## config.mk

```make
export PLATFORM = sky130hd
export DESIGN_NAME = read_stage_bypass
export DESIGN_NICKNAME = d
export VERILOG_FILES = /design/src/rtl/read_stage_bypass.sv
export SDC_FILE = /design/constraint.sdc
export NUM_CORES = 2
export LEC_CHECK = 0
export ABC_AREA = 1
export ABC_CLOCK_PERIOD_IN_PS = 7040
export CAP_MARGIN = 20
export CELL_PAD_IN_SITES_DETAIL_PLACEMENT = 1
export CELL_PAD_IN_SITES_GLOBAL_PLACEMENT = 2
export CORE_AREA = 4 4 538 540
export CTS_CLUSTER_DIAMETER = 50
export DETAILED_ROUTE_END_ITERATION = 10
export DIE_AREA = 0 0 542 544
export PLACE_DENSITY_LB_ADDON = 0.1
export SLEW_MARGIN = 20
export SYNTH_ARGS = -nofsm -noshare
export SYNTH_HDL_FRONTEND = slang
export SYNTH_SLANG_ARGS = --single-unit
```

## constraint.sdc

```tcl
create_clock -name clock -period 7.04 [get_ports clock]
set_clock_uncertainty 0.15 [all_clocks]
set_input_delay 1.056 -clock clock [delete_from_list [all_inputs] [get_ports clock]]
set_output_delay 1.056 -clock clock [all_outputs]
set_load 0.01 [all_outputs]
```

## src/rtl/read_stage_bypass.sv

```systemverilog
// Operand-read stage: resolves register operands through bypass channels and
// issues memory loads with a wait-state handshake, bounded timeout and CX mode.
//
// state | meaning
// IDLE  | accepting; ALU ops and zero-wait loads complete here
// WAIT  | load requested, waiting for data or timeout
// HOLD  | load result (data or fault) buffered, waiting for downstream
module read_stage_bypass #(
    parameter int DATA_WIDTH = 32,
    parameter int REG_COUNT  = 32,
    parameter int FWD_PORTS  = 2,
    parameter int MAX_WAIT   = 15,
    parameter int ZERO_REG   = 1,
    localparam int RW        = $clog2(REG_COUNT)
) (
    input  logic                            clock,
    input  logic                            reset_n,
    input  logic [REG_COUNT*DATA_WIDTH-1:0] registers,
    input  logic                            in_valid,
    output logic                            in_hold,
    input  logic [DATA_WIDTH-1:0]           in_pc,
    input  logic [RW-1:0]                   in_left_reg,
    input  logic [RW-1:0]                   in_right_reg,
    input  logic [RW-1:0]                   in_addr_reg,
    input  logic [RW-1:0]                   in_dest_reg,
    input  logic                            in_is_reading_memory,
    input  logic                            in_is_writing_memory,
    input  logic [DATA_WIDTH-1:0]           in_adjust,
    input  logic [FWD_PORTS-1:0]            fwd_valid,
    input  logic [FWD_PORTS*RW-1:0]         fwd_reg,
    input  logic [FWD_PORTS*DATA_WIDTH-1:0] fwd_value,
    output logic                            mem_address_enable,
    output logic [DATA_WIDTH-1:0]           mem_address,
    input  logic                            mem_data_valid,
    input  logic [DATA_WIDTH-1:0]           mem_data,
    output logic                            out_valid,
    input  logic                            out_hold,
    output logic [DATA_WIDTH-1:0]           out_pc,
    output logic [DATA_WIDTH-1:0]           out_left_value,
    output logic [DATA_WIDTH-1:0]           out_right_value,
    output logic [DATA_WIDTH-1:0]           out_adjust,
    output logic [RW-1:0]                   out_dest_reg,
    output logic                            out_is_writing_memory,
    output logic                            out_fault
);

    localparam int CW = (MAX_WAIT > 0) ? $clog2(MAX_WAIT + 1) : 1;

    typedef enum logic [1:0] {S_IDLE, S_WAIT, S_HOLD} state_t;

    state_t                state_q, state_d;
    logic [CW-1:0]         cnt_q, cnt_d;
    logic [DATA_WIDTH-1:0] addr_q, addr_d;
    logic [DATA_WIDTH-1:0] buf_q, buf_d;
    logic                  fault_pend_q, fault_pend_d;

    logic                  out_valid_q, out_fault_q, out_wr_q;
    logic [DATA_WIDTH-1:0] out_pc_q, out_left_q, out_right_q, out_adjust_q;
    logic [RW-1:0]         out_dest_q;

    logic [DATA_WIDTH-1:0] left_res, right_res, addr_res, addr_calc;
    logic [DATA_WIDTH-1:0] load_data;
    logic                  load_fault, complete, mem_en, timeout;
    logic [DATA_WIDTH-1:0] mem_addr;

    // Lowest-numbered matching channel wins; register 0 is never bypassed.
    function automatic logic [DATA_WIDTH-1:0] resolve(
        input logic [RW-1:0]                   r,
        input logic [REG_COUNT*DATA_WIDTH-1:0] rf,
        input logic [FWD_PORTS-1:0]            fv,
        input logic [FWD_PORTS*RW-1:0]         fr,
        input logic [FWD_PORTS*DATA_WIDTH-1:0] fd
    );
        logic [DATA_WIDTH-1:0] v;
        v = rf[int'(r)*DATA_WIDTH +: DATA_WIDTH];
        for (int j = FWD_PORTS - 1; j >= 0; j--) begin
            if (fv[j] && (fr[j*RW +: RW] == r)) v = fd[j*DATA_WIDTH +: DATA_WIDTH];
        end
        if ((ZERO_REG != 0) && (r == '0)) v = '0;
        return v;
    endfunction

    always_comb begin
        left_res  = resolve(in_left_reg,  registers, fwd_valid, fwd_reg, fwd_value);
        right_res = resolve(in_right_reg, registers, fwd_valid, fwd_reg, fwd_value);
        addr_res  = resolve(in_addr_reg,  registers, fwd_valid, fwd_reg, fwd_value);
        addr_calc = addr_res + in_adjust;
        timeout   = (MAX_WAIT != 0) && (cnt_q == CW'(MAX_WAIT));
    end

    always_comb begin
        state_d      = state_q;
        cnt_d        = cnt_q;
        addr_d       = addr_q;
        buf_d        = buf_q;
        fault_pend_d = fault_pend_q;
        complete     = 1'b0;
        load_data    = '0;
        load_fault   = 1'b0;
        mem_en       = 1'b0;
        mem_addr     = addr_q;
        case (state_q)
            S_IDLE: begin
                if (in_valid && in_is_reading_memory) begin
                    mem_en   = 1'b1;
                    mem_addr = addr_calc;
                    addr_d   = addr_calc;
                    if (mem_data_valid) begin
                        if (!out_hold) begin
                            complete  = 1'b1;
                            load_data = mem_data;
                        end else begin
                            state_d      = S_HOLD;
                            buf_d        = mem_data;
                            fault_pend_d = 1'b0;
                        end
                    end else begin
                        state_d = S_WAIT;
                        cnt_d   = CW'(1);
                    end
                end else if (in_valid && !out_hold) begin
                    complete = 1'b1;
                end
            end
            S_WAIT: begin
                mem_en = 1'b1;
                cnt_d  = cnt_q + CW'(1);
                if (mem_data_valid) begin
                    if (!out_hold) begin
                        complete  = 1'b1;
                        load_data = mem_data;
                        state_d   = S_IDLE;
                    end else begin
                        state_d      = S_HOLD;
                        buf_d        = mem_data;
                        fault_pend_d = 1'b0;
                    end
                end else if (timeout) begin
                    if (!out_hold) begin
                        complete   = 1'b1;
                        load_fault = 1'b1;
                        state_d    = S_IDLE;
                    end else begin
                        state_d      = S_HOLD;
                        fault_pend_d = 1'b1;
                    end
                end
            end
            S_HOLD: begin
                if (!out_hold) begin
                    complete   = 1'b1;
                    load_data  = buf_q;
                    load_fault = fault_pend_q;
                    state_d    = S_IDLE;
                end
            end
            default: state_d = S_IDLE;
        endcase
    end

    always_ff @(posedge clock or negedge reset_n) begin
        if (!reset_n) begin
            state_q      <= S_IDLE;
            cnt_q        <= '0;
            addr_q       <= '0;
            buf_q        <= '0;
            fault_pend_q <= 1'b0;
        end else begin
            state_q      <= state_d;
            cnt_q        <= cnt_d;
            addr_q       <= addr_d;
            buf_q        <= buf_d;
            fault_pend_q <= fault_pend_d;
        end
    end

    // Operands are sampled at completion so bypasses arriving late are honoured.
    always_ff @(posedge clock or negedge reset_n) begin
        if (!reset_n) begin
            out_valid_q  <= 1'b0;
            out_fault_q  <= 1'b0;
            out_wr_q     <= 1'b0;
            out_pc_q     <= '0;
            out_left_q   <= '0;
            out_right_q  <= '0;
            out_adjust_q <= '0;
            out_dest_q   <= '0;
        end else if (!out_hold) begin
            out_valid_q <= complete;
            if (complete) begin
                out_pc_q   <= in_pc;
                out_left_q <= left_res;
                out_dest_q <= in_dest_reg;
                out_wr_q   <= in_is_writing_memory;
                if (in_is_reading_memory) begin
                    out_right_q  <= load_fault ? '0 : load_data;
                    out_adjust_q <= in_is_writing_memory ? right_res : in_adjust;
                    out_fault_q  <= load_fault;
                end else begin
                    out_right_q  <= right_res;
                    out_adjust_q <= in_adjust;
                    out_fault_q  <= 1'b0;
                end
            end
        end
    end

    assign in_hold               = in_valid && !complete;
    assign mem_address_enable    = mem_en;
    assign mem_address           = mem_addr;
    assign out_valid             = out_valid_q;
    assign out_fault             = out_fault_q;
    assign out_is_writing_memory = out_wr_q;
    assign out_pc                = out_pc_q;
    assign out_left_value        = out_left_q;
    assign out_right_value       = out_right_q;
    assign out_adjust            = out_adjust_q;
    assign out_dest_reg          = out_dest_q;

endmodule

```

==> PnR_summary.wiki <==
{| class="wikitable"
! Metric !! Value
|-
| Worst r2r src || state_q[0]$_DFFE_PN0P_
|-
| Crit path launch type || input port
|-
| Crit-path most repeated cell || sky130_fd_sc_hd__nand2_1
|-
| Total global routing overflow || 0
|-
| Sequential cell fraction of total power || 18.8%
|-
| Gr usage total || 29.7%
|-
| Max Freq || 146 MHz
|-
| Setup slack, reg-to-reg || 1910 ps
|-
| Max Cap Violations || 0
|-
| Proportion of layout cells with a drive suffix above 1 || 7.55%
|-
| Number of nets at the end of the flow || 9681
|-
| Reg2Reg Capture Point || out_left_value[5]$_DFFE_PN0P_
|-
| Area grow syn2layout || 54.5%
|-
| Number of ports placed on the die boundary || 1393
|-
| Number of buffers inserted during clock tree synthesis || 29
|-
| Min Clock Period, post-route || 6870 ps
|-
| Post-synthesis sequential area ratio || 13.0%
|-
| Crit path max fanout || 28
|-
| Count of flip-flops with a built-in enable after synthesis || 0
|-
| Pre-CTS setup slack || -423 ps
|-
| Router iterations before antenna repair || 5
|-
| Worst Hold Class || in2async
|-
| CTS Buffer Depth || 3
|-
| Clock transition at path regs || 70 ps
|-
| Arrival time of the worst setup path || 5670 ps
|-
| Start point of the critical path || in_addr_reg[1]
|-
| Transition time of the tightest slew-check pin || 1120 ps
|-
| Endpoint class of the critical path || output port
|-
| Number of stages on the worst setup path || 23
|-
| Wire length after detailed routing || 465 mm
|-
| Slowest cell delay on critical path || 550 ps
|-
| Crit path max-delay family || compound AO/OA/AOI/OAI gates
|-
| Internal power of the cells || 5.60 mW
|-
| Asr flop ratio synth || 100%
|-
| Normalized max-slew margin || 24.9%
|-
| Logic gate share of total power || 66.7%
|-
| Max IR drop VDD || 0.000191 V
|-
| Global-route wire length before repair || 606 mm
|-
| Number of global-route vias before repair || 63800
|-
| Count of unique library cells instantiated by Yosys || 47
|-
| Crit path cell chain || buf_8, buf_16, buf_12, o21ai_0, o221ai_1, o2111ai_1, nand3_1, o21ai_0, a21oi_2, inv_1, fa_1, nand3b_1, nand2_1, a21oi_4, o21ai_1, a21oi_1, buf_4, o21bai_1, nand2_1, nand3b_1, nand3_1, nand2_1, clkdlybuf4s50_1
|-
| Die outline height || 544 um
|-
| Clock Sink Count || 207
|-
| Tcrit/Tclk final || 97.6%
|-
| Antenna violations before repair || 281
|-
| Largest net degree at the start of global routing || 136
|-
| Cell area after technology mapping || 40000 sq um
|-
| Switching pwr || 5.49 mW
|-
| Net Count, Synth || 8539
|-
| Floorplan die width || 542 um
|-
| Power consumption || 11.1 mW
|-
| Remaining routing DRC violations || 0
|-
| ANT nets after route || 0
|-
| Critical path destination || mem_address[24]
|-
| Final-report max-slew violation count || 0
|-
| Number of buffers added on ports || 1392
|-
| Leak || 23.9 nW
|-
| Syn Area/Cell || 5.49 sq um
|-
| Starting density of the core || 14.1%
|-
| Dominant register cell in the synthesized netlist || sky130_fd_sc_hd__dfrtp_1
|-
| Switching portion of total power || 49.5%
|-
| Number of cell instances on the worst register-to-register path || 12
|-
| Clock insertion delay at the later pin of the skew report || 620 ps
|-
| HPWL reported at the end of detailed placement || 364 mm
|-
| Core region area || 284000 sq um
|-
| CTS H-Tree Depth || 1
|-
| Setup repair after global routing missed its margin || true
|-
| Vias per cell || 5.21
|-
| Post-synthesis sequential element count || 207
|-
| Synthesis Warnings || 0
|-
| Post-Synthesis Cells || 7279
|-
| Power density normalized to cell area || 179 nW/um^2
|-
| Clock tree from TritonCTS || done
|-
| Final setup violation count || 0
|-
| Final-report hold violation count || 0
|-
| Standard-cell rows || 196
|-
| Total Die Area || 295000 sq um
|-
| Worst Path Buf+Inv || 6
|-
| Number of DRC markers after the initial detailed-route iteration || 6098
|-
| Routability-driven placement congestion ratio || 0.912
|-
| CTS Root Cell || sky130_fd_sc_hd__clkbuf_16
|-
| Crit path setup slack, layout || 168 ps
|-
| Hold-fix buffers at CTS || 0
|-
| Via count of the routed design || 64100
|-
| DR WL/cell || 37.7 um
|-
| Critical Setup Path Class || in2out
|-
| Share of power burned in the clock network || 14.5%
|-
| Final sum of negative setup slack || 0 ps
|-
| Worst path required time || 5830 ps
|-
| Slowest CP cell || sky130_fd_sc_hd__clkdlybuf4s50_1
|-
| Run status || complete, no violations
|}
-- power groups by stage --
| stage | sequential (mW) | clock [mW] | combinational [mW] |
|---|---|---|---|
| after global placement | 2.09 | 0 | 7.32 |
| after detailed placement | 2.10 | 0 | 7.36 |
| after global routing | 2.15 | 1.70 | 7.88 |
| final | 2.08 | 1.61 | 7.40 |
| after CTS | 2.09 | 1.65 | 7.40 |
| after floorplan | 2.21 | 0 | 2.75 |
-- area by class of cell --
type,count,area [sq um]
Multi-Input combinational cell,6159,31300
Clock buffer,40,827
Antenna cell,109,273
Fill cell,35200,223000
Inverter,188,787
Clock inverter,12,143
Timing Repair inverter,1,11.3
Tap cell,3762,4710
Sequential cell,207,5180
Timing Repair Buffer,1835,18600
-- metal layers --
metal / vias up / track usage, % / share of wire [%]
met4: 118 / 14.9 / 5.6
met1: 32600 / 35.9 / 41
met3: 673 / 4.82 / 5.4
met2: 2627 / 50.8 / 48
met5: - / 0 / 0.17
li1: 28100 / - / -
-- Yosys cell counts, types with 2 or more instances --
master                      count  area share (%)
sky130_fd_sc_hd__a21boi_0       3           0.056
sky130_fd_sc_hd__a21o_1         7            0.13
sky130_fd_sc_hd__a21oi_1      476             6.0
sky130_fd_sc_hd__a221oi_1       6            0.13
sky130_fd_sc_hd__a22oi_1        5           0.094
sky130_fd_sc_hd__a31oi_1       37            0.58
sky130_fd_sc_hd__a32oi_1       31            0.68
sky130_fd_sc_hd__buf_1         49            0.46
sky130_fd_sc_hd__buf_2        235             2.9
sky130_fd_sc_hd__buf_4         44            0.83
sky130_fd_sc_hd__buf_6          6            0.17
sky130_fd_sc_hd__clkbuf_1     390             3.7
sky130_fd_sc_hd__clkinv_1       3           0.028
sky130_fd_sc_hd__dfrtp_1      207              13
sky130_fd_sc_hd__ha_1          36             1.1
sky130_fd_sc_hd__inv_1        174             1.6
sky130_fd_sc_hd__inv_2         11            0.10
sky130_fd_sc_hd__mux2_2        33            0.93
sky130_fd_sc_hd__mux2i_1      131             3.3
sky130_fd_sc_hd__nand2_1     1284              12
sky130_fd_sc_hd__nand3_1      436             5.5
sky130_fd_sc_hd__nand3b_1       6            0.11
sky130_fd_sc_hd__nand4_1       48            0.75
sky130_fd_sc_hd__nor2_1      1339              13
sky130_fd_sc_hd__nor3_1         4           0.050
sky130_fd_sc_hd__nor4_1         2           0.031
sky130_fd_sc_hd__o2111ai_1     35            0.77
sky130_fd_sc_hd__o211ai_1     177             3.3
sky130_fd_sc_hd__o21a_1         4           0.075
sky130_fd_sc_hd__o21ai_0     1346              17
sky130_fd_sc_hd__o21ai_1       58            0.73
sky130_fd_sc_hd__o21bai_1       6            0.11
sky130_fd_sc_hd__o221ai_1     142             3.1
sky130_fd_sc_hd__o22ai_1      423             6.6
sky130_fd_sc_hd__o31ai_1       39            0.73
sky130_fd_sc_hd__or2_0          2           0.031
sky130_fd_sc_hd__or2_2         13            0.20
sky130_fd_sc_hd__xnor2_1       11            0.24
sky130_fd_sc_hd__xor2_1        12            0.26
-- layout by cell type, fill, tap and decap left out, types with 62 or more instances in the layout --
cell / Yosys / layout
sky130_fd_sc_hd__a21oi_1: 476 / 462
sky130_fd_sc_hd__buf_12: 0 / 79
sky130_fd_sc_hd__buf_4: 44 / 351
sky130_fd_sc_hd__clkdlybuf4s50_1: 0 / 1374
sky130_fd_sc_hd__dfrtp_1: 207 / 207
sky130_fd_sc_hd__diode_2: 0 / 109
sky130_fd_sc_hd__inv_1: 174 / 170
sky130_fd_sc_hd__mux2i_1: 131 / 131
sky130_fd_sc_hd__nand2_1: 1284 / 1282
sky130_fd_sc_hd__nand3_1: 436 / 423
sky130_fd_sc_hd__nor2_1: 1339 / 1333
sky130_fd_sc_hd__o211ai_1: 177 / 177
sky130_fd_sc_hd__o21ai_0: 1346 / 1337
sky130_fd_sc_hd__o21ai_1: 58 / 62
sky130_fd_sc_hd__o221ai_1: 142 / 140
sky130_fd_sc_hd__o22ai_1: 423 / 419
-- what timing repair did --
action,in CTS,in global routing
gates resized for setup,20,67
pin swaps,0,10
buffers inserted,0,16
endpoints found under the setup margin,21,21
cloned,1,6
-- worst reg2reg max path: stages (launching register included) --
cell                       delay [ps]
sky130_fd_sc_hd__dfrtp_1          420
sky130_fd_sc_hd__inv_1            110
sky130_fd_sc_hd__ha_2             740
sky130_fd_sc_hd__inv_1            180
sky130_fd_sc_hd__nand3_1          180
sky130_fd_sc_hd__nand3_4          530
sky130_fd_sc_hd__inv_4            480
sky130_fd_sc_hd__buf_4            590
sky130_fd_sc_hd__nand2_1          120
sky130_fd_sc_hd__buf_4            290
sky130_fd_sc_hd__inv_1            700
sky130_fd_sc_hd__o211ai_1         410
sky130_fd_sc_hd__nand2_1          150
-- per-stage QoR --
step                hold slack (ps)  util (%)  std cells  cell area (sq um)
floorplan                       325         -       7279              40000
CTS                             333      21.4      12200              60900
global placement                311      21.0      12100              59800
detailed placement              314      21.0      12100              59800
finish                          310      21.7      12300              61800
global route                    352      21.7      12300              61700
-- worst min path at each step --
| stage | start | depth (start not counted) | endpoint | slack (ps) |
|---|---|---|---|---|
| final | reset_n | 1 | out_right_value[5]$_DFFE_PN0P_ | 310 |
| after global routing | out_pc[9]$_DFFE_PN0P_ | 2 | out_pc[9]$_DFFE_PN0P_ | 350 |
| after CTS | out_dest_reg[3]$_DFFE_PN0P_ | 2 | out_dest_reg[3]$_DFFE_PN0P_ | 330 |
| after detailed placement | out_dest_reg[3]$_DFFE_PN0P_ | 2 | out_dest_reg[3]$_DFFE_PN0P_ | 310 |
| after global placement | out_pc[20]$_DFFE_PN0P_ | 2 | out_pc[20]$_DFFE_PN0P_ | 310 |
| after floorplan | cnt_q[1]$_DFFE_PN0P_ | 2 | cnt_q[1]$_DFFE_PN0P_ | 330 |
-- logic make-up after synthesis --
family,share of synthesized area [%]
and+or+nand+nor,31.3
AOI/OAI and AO/OA,40.0
buffers and inverters,9.83
DFF,13.0
muxes,4.21
adders and majority gates,1.18
xor gates and xnor gates,0.504
(Power assumes the default switching activity.)
